[src/rtl/counter_stream_checker_pkg.sv]
// Shared types and helpers for the counter stream checker.
package counter_stream_checker_pkg;

  typedef enum logic [1:0] {
    ST_IDLE    = 2'd0,
    ST_ACQUIRE = 2'd1,
    ST_LOCKED  = 2'd2,
    ST_LOST    = 2'd3
  } state_t;

  // Common width for saturating arithmetic; callers zero-extend into it.
  localparam int SAT_W = 32;

  // Increment that sticks at max_value instead of wrapping.
  function automatic logic [SAT_W-1:0] sat_inc(input logic [SAT_W-1:0] value,
                                               input logic [SAT_W-1:0] max_value);
    sat_inc = (value == max_value) ? value : value + SAT_W'(1);
  endfunction

endpackage

[src/rtl/counter_period_meter.sv]
// Measures the spacing, in valid samples, between consecutive pulses.
module counter_period_meter
  import counter_stream_checker_pkg::*;
#(
  parameter int PERIOD    = 100,
  parameter int ERR_WIDTH = 16
) (
  input  logic                 i_clk,
  input  logic                 i_rst,
  input  logic                 i_valid,
  input  logic                 i_pulse,
  input  logic                 i_clear,
  output logic [ERR_WIDTH-1:0] o_period_meas,
  output logic                 o_period_err
);

  localparam logic [SAT_W-1:0] MAX_VAL = SAT_W'({ERR_WIDTH{1'b1}});

  logic [ERR_WIDTH-1:0] r_since;
  logic                 r_armed;
  logic [ERR_WIDTH-1:0] r_period_meas;
  logic                 r_period_err;
  logic [SAT_W-1:0]     w_since_inc;

  // Spacing including the current sample; saturated so a long gap never wraps.
  assign w_since_inc = sat_inc(SAT_W'(r_since), MAX_VAL);

  // Count samples since the last pulse; first pulse only arms the measurement.
  always_ff @(posedge i_clk) begin
    if (i_rst) begin
      r_since       <= '0;
      r_armed       <= 1'b0;
      r_period_meas <= '0;
      r_period_err  <= 1'b0;
    end else if (i_clear) begin
      r_since       <= '0;
      r_armed       <= 1'b0;
      r_period_meas <= '0;
      r_period_err  <= 1'b0;
    end else begin
      r_period_err <= 1'b0;
      if (i_valid) begin
        if (i_pulse) begin
          if (r_armed) begin
            r_period_meas <= ERR_WIDTH'(w_since_inc);
            r_period_err  <= (w_since_inc != SAT_W'(PERIOD));
          end
          r_since <= '0;
          r_armed <= 1'b1;
        end else begin
          r_since <= ERR_WIDTH'(w_since_inc);
        end
      end
    end
  end

  assign o_period_meas = r_period_meas;
  assign o_period_err  = r_period_err;

endmodule

[config.mk]
export PLATFORM = sky130hd
export DESIGN_NAME = counter_period_meter
export DESIGN_NICKNAME = d
export VERILOG_FILES = /design/src/rtl/counter_stream_checker_pkg.sv /design/src/rtl/counter_period_meter.sv
export SDC_FILE = /design/constraint.sdc
export NUM_CORES = 1
export LEC_CHECK = 0
export ABC_AREA = 0
export CORE_ASPECT_RATIO = 1.2
export CORE_MARGIN = 8
export CORE_UTILIZATION = 60
export DETAILED_ROUTE_END_ITERATION = 10
export DONT_BUFFER_PORTS = 1
export PLACE_DENSITY = 0.77
export SKIP_LAST_GASP = 1
export SLEW_MARGIN = 20
export SYNTH_ARGS = -nofsm -noshare
export SYNTH_HDL_FRONTEND = slang
export SYNTH_SLANG_ARGS = --single-unit
[constraint.sdc]
create_clock -name i_clk -period 3.97 [get_ports i_clk]
set_clock_uncertainty 0.2 [all_clocks]
set_input_delay 0.397 -clock i_clk [delete_from_list [all_inputs] [get_ports i_clk]]
set_output_delay 0.397 -clock i_clk [all_outputs]
set_load 0.03 [all_outputs]
==> impl_table.tex <==
\begin{tabular}{lr}
\hline
Metric & Value \\
\hline
\multicolumn{2}{l}{\textbf{Cells and area}} \\
\quad Diodes inserted & 0 \\
\quad Post-layout net count & approximately 220 \\
\quad Area overhead of the layout relative to synthesis & -0.205\% \\
\quad Share of layout cells above drive strength 1 & under 10\% \\
\quad Final-layout fill cell count & $\sim$260 \\
\quad Count of non-filler cells in the finished layout & 248 \\
\quad Final design instance area without fill & 0.00182 mm\^{}2 \\
\quad Final core occ & $\sim$60\% \\
\multicolumn{2}{l}{\textbf{Timing}} \\
\quad Final setup margin & about 1100 ps \\
\quad Pins Over Slew Limit & 0 \\
\quad Max Clk Rate & roughly 0.35 GHz \\
\quad Slew @ Worst Pin & slightly above 700 ps \\
\quad Remaining max-slew budget at the tightest pin & roughly 53\% \\
\quad Final-report setup violation count & 0 \\
\quad Hold WS & between 30 and 40 ps \\
\quad Final sum of negative setup slack & 0 ps \\
\quad Final Hold Violating Endpoints & 0 \\
\quad Clock period minus final worst setup slack & 2890 ps \\
\quad Unrepaired setup endpoints after global routing & false \\
\quad Final worst path period share & $\sim$73\% \\
\multicolumn{2}{l}{\textbf{Place}} \\
\quad Half-perimeter wire length after detailed placement & approximately 3000 um \\
\quad Placed instance count & between 200 and 250 \\
\quad Count of input and output buffers & 0 \\
\quad DP Worst Slack & $\sim$1100 ps \\
\quad Post-detailed-placement cell area & $\sim$0.0018 mm\^{}2 \\
\quad Final GP Congestion & slightly above 0.9 \\
\multicolumn{2}{l}{\textbf{Synth}} \\
\quad Synth Register Bits & 34 \\
\quad Largest area contributor in the synthesized netlist & sky130\_fd\_sc\_hd\_\_dfxtp\_1 \\
\quad Proportion of register bits with asynchronous set or reset after synthesis & 0\% \\
\quad Synth unique cells & 41 \\
\quad Top FF cell, synth & sky130\_fd\_sc\_hd\_\_dfxtp\_1 \\
\quad Leading post-synthesis cells by cell area & sky130\_fd\_sc\_hd\_\_dfxtp\_1 (37\%), sky130\_fd\_sc\_hd\_\_nor2\_1 (7.8\%), sky130\_fd\_sc\_hd\_\_a21oi\_1 (4.4\%) \\
\quad Mapped Area & 0.00183 mm\^{}2 \\
\quad Count of mapped cells out of synthesis & 220 \\
\quad Number of nets in the synthesized netlist & between 200 and 250 \\
\quad Synth warn & 0 \\
\quad Sequential-to-total area share from yosys stat & a little under two fifths \\
\quad Area share of the largest cell type after synthesis & a little under two fifths \\
\quad Avg Inst Size Synth & 8.30 um\^{}2 \\
\quad Number of enable-type register cells in the synthesized netlist & 0 \\
\multicolumn{2}{l}{\textbf{Min path}} \\
\quad Worst hold-check path type & in2reg \\
\multicolumn{2}{l}{\textbf{Clocking}} \\
\quad Root buf cell & sky130\_fd\_sc\_hd\_\_clkbuf\_4 \\
\quad Clock sink total & 34 \\
\quad CTS tree & built \\
\quad Clock buffer depth & 2 \\
\quad Clock-pin slew on the worst setup and hold paths & approximately 110 ps \\
\quad Number of buffers added by the clock tree synthesis step & 5 \\
\quad Cts repair resizes & 0 \\
\quad H-tree levels & 2 \\
\quad Insertion delay to the later sink of the worst-skew pair & approximately 330 ps \\
\multicolumn{2}{l}{\textbf{Route}} \\
\quad Final ANT Viol Nets & 0 \\
\quad Final routed wire length divided by cell count & approximately 17 um \\
\quad Length of routed wiring on met1 & 1780 um \\
\quad DRC violation count after routing & 0 \\
\quad Pre-Repair DR Iteration Count & 4 \\
\quad Detailed Route Iter0 Violations & 118 \\
\quad Routed WL & between 4000 and 5000 um \\
\quad Routed length on met3 & 254 um \\
\quad Routed via count divided by cell count & 6.29 \\
\quad Met2 Wirelength & about 2000 um \\
\quad Via count & 1559 \\
\quad Uppermost layer routed & met4 \\
\multicolumn{2}{l}{\textbf{Floorplanning}} \\
\quad Area of the core region & between 0.002 and 0.003 mm\^{}2 \\
\quad Starting density of the core & roughly three fifths \\
\quad Boundary Pins & 22 \\
\quad Die area & slightly above 0.005 mm\^{}2 \\
\quad Die width & about 66 um \\
\quad Die height & roughly 76 um \\
\quad Cell Rows & 22 \\
\multicolumn{2}{l}{\textbf{Pwr}} \\
\quad Total Power Consumption & $\sim$570 uW \\
\quad Total net switching power & between 100 and 150 uW \\
\quad Sequential group share of total power & 60.8\% \\
\quad Power density over the cells & slightly above 300 mW/mm\^{}2 \\
\quad Power share of the combinational group & under 10\% \\
\quad Clock share of power & 35.6\% \\
\quad Peak ir drop on the vdd network & 0.000213 V \\
\quad Cell-internal power & 434 uW \\
\quad Leakage power & 0.599 nW \\
\quad Switching part of the total & 23.5\% \\
\multicolumn{2}{l}{\textbf{Global routing}} \\
\quad Via count of the first global-routing pass & $\sim$1400 \\
\quad Antenna violations before repair & 0 \\
\quad Largest net degree at the start of global routing & 35 \\
\quad Total congestion overflow & 0 \\
\quad Overall track demand over capacity in global routing & between 15 and 20\% \\
\quad Wire length of the first global-routing pass & 6770 um \\
\multicolumn{2}{l}{\textbf{Critical path}} \\
\quad Slack of the worst reg-to-reg path & 1080 ps \\
\quad Worst Path Arrival & between 2000 and 3000 ps \\
\quad Worst path required time & between 3000 and 4000 ps \\
\quad Element type at the critical path end & flop \\
\quad Critical path launch point type & flop \\
\quad Crit-path max FO & 8 \\
\quad Type of the setup path with the least slack & reg2reg \\
\multicolumn{2}{l}{\textbf{Flow run}} \\
\quad Max-cap violations & 0 \\
\multicolumn{2}{l}{\textbf{Run status}} \\
\quad Outcome & completed \\
\hline
\end{tabular}
worst max-delay path, cell delays in order (launching register included):
cell,delay [ps]
sky130_fd_sc_hd__dfxtp_1,490
sky130_fd_sc_hd__ha_1,330
sky130_fd_sc_hd__nand3_4,140
sky130_fd_sc_hd__nor4_1,360
sky130_fd_sc_hd__mux2_4,350
sky130_fd_sc_hd__or4_1,520
sky130_fd_sc_hd__nor4_1,240
sky130_fd_sc_hd__a211oi_1,100
metal layers:
layer  GRT usage [%]  vias up
li1                -      769
met1            19.9      740
met2            27.3       44
met3            3.24        6
met4            7.07        0
met5               0        -
state kept, by name, summed over array words and instances, names as in the netlist:
name and flops:
o_period_err 1, r_armed 1, o_period_meas 16, r_since 16
cell type report:
cell class / instances / area, um^2 / share of cell area (%)
Clock inverter: 1 / 5.00 / 0.275
Timing Repair Buffer: 1 / 10.0 / 0.549
Tap cell: 36 / 45.0 / 2.47
Clock buffer: 7 / 55.1 / 3.02
Sequential cell: 34 / 681 / 37.4
Multi-Input combinational cell: 163 / 1000 / 55.1
Inverter: 6 / 22.5 / 1.24
placed cells by master (no fill, tap or decap), drive strengths merged, types with 2 or more instances in the layout:
cell | synthesis | routed
a211o | 2 | 2
o21a | 2 | 2
nor4 | 6 | 6
or2 | 2 | 2
a21oi | 16 | 16
xor2 | 6 | 6
inv | 6 | 6
and3 | 2 | 2
clkbuf | 9 | 7
a211oi | 8 | 8
xnor2 | 6 | 6
nand4 | 6 | 6
mux2 | 2 | 2
a22oi | 9 | 9
nand2 | 20 | 20
nor2 | 38 | 38
nand3 | 7 | 7
nor3 | 10 | 10
dfxtp | 34 | 34
a31oi | 5 | 5
a311oi | 2 | 2
o21ai | 3 | 3
worst paths after layout:
check,depth (start not counted),startpoint,endpoint
worst min register to register,2,r_armed$_SDFFE_PP0P_,r_armed$_SDFFE_PP0P_
worst max-delay path,7,r_since[0]$_SDFFE_PP0P_,o_period_err$_SDFF_PP0_
worst min-delay path,2,i_valid,r_armed$_SDFFE_PP0P_
worst max register to register,7,r_since[0]$_SDFFE_PP0P_,o_period_err$_SDFF_PP0_
Yosys cell counts, drive strengths merged (2+ instances only):
| library cell | number |
|---|---|
| a211o | 2 |
| a211oi | 8 |
| a21oi | 16 |
| a22oi | 9 |
| a311oi | 2 |
| a31oi | 5 |
| and3 | 2 |
| buf | 8 |
| clkbuf | 9 |
| dfxtp | 34 |
| inv | 6 |
| mux2 | 2 |
| nand2 | 20 |
| nand3 | 7 |
| nand4 | 6 |
| nor2 | 38 |
| nor3 | 10 |
| nor4 | 6 |
| o21a | 2 |
| o21ai | 3 |
| or2 | 2 |
| xnor2 | 6 |
| xor2 | 6 |
what timing repair did:
| action | in CTS | in global routing |
|---|---|---|
| hold endpoints to repair | 1 | 0 |
| endpoints found under the setup margin | 0 | 0 |
| hold buffers | 1 | 0 |
| buffers inserted | 0 | 0 |
logic make-up after synthesis:
family / Yosys count / synth area share (%)
AOI/OAI and AO/OA: 52 / 18.9
xor gates and xnor gates: 12 / 5.76
adders and majority gates: 1 / 0.685
buffers and inverters: 23 / 7.74
DFF: 34 / 37.3
muxes: 3 / 2.19
and+or+nand+nor: 95 / 27.4
power by group through the flow:
| stage | combinational, mW | sequential [mW] | clock, mW |
|---|---|---|---|
| 4_1_cts | 0.0204 | 0.345 | 0.200 |
| 6_report | 0.0204 | 0.345 | 0.202 |
| 3_5_place_dp | 0.0195 | 0.353 | 0 |
| 5_1_grt | 0.0229 | 0.345 | 0.216 |
| 3_3_place_gp | 0.0190 | 0.353 | 0 |
| 2_1_floorplan | 0.0191 | 0.352 | 0 |
(Power assumes the default switching activity.)
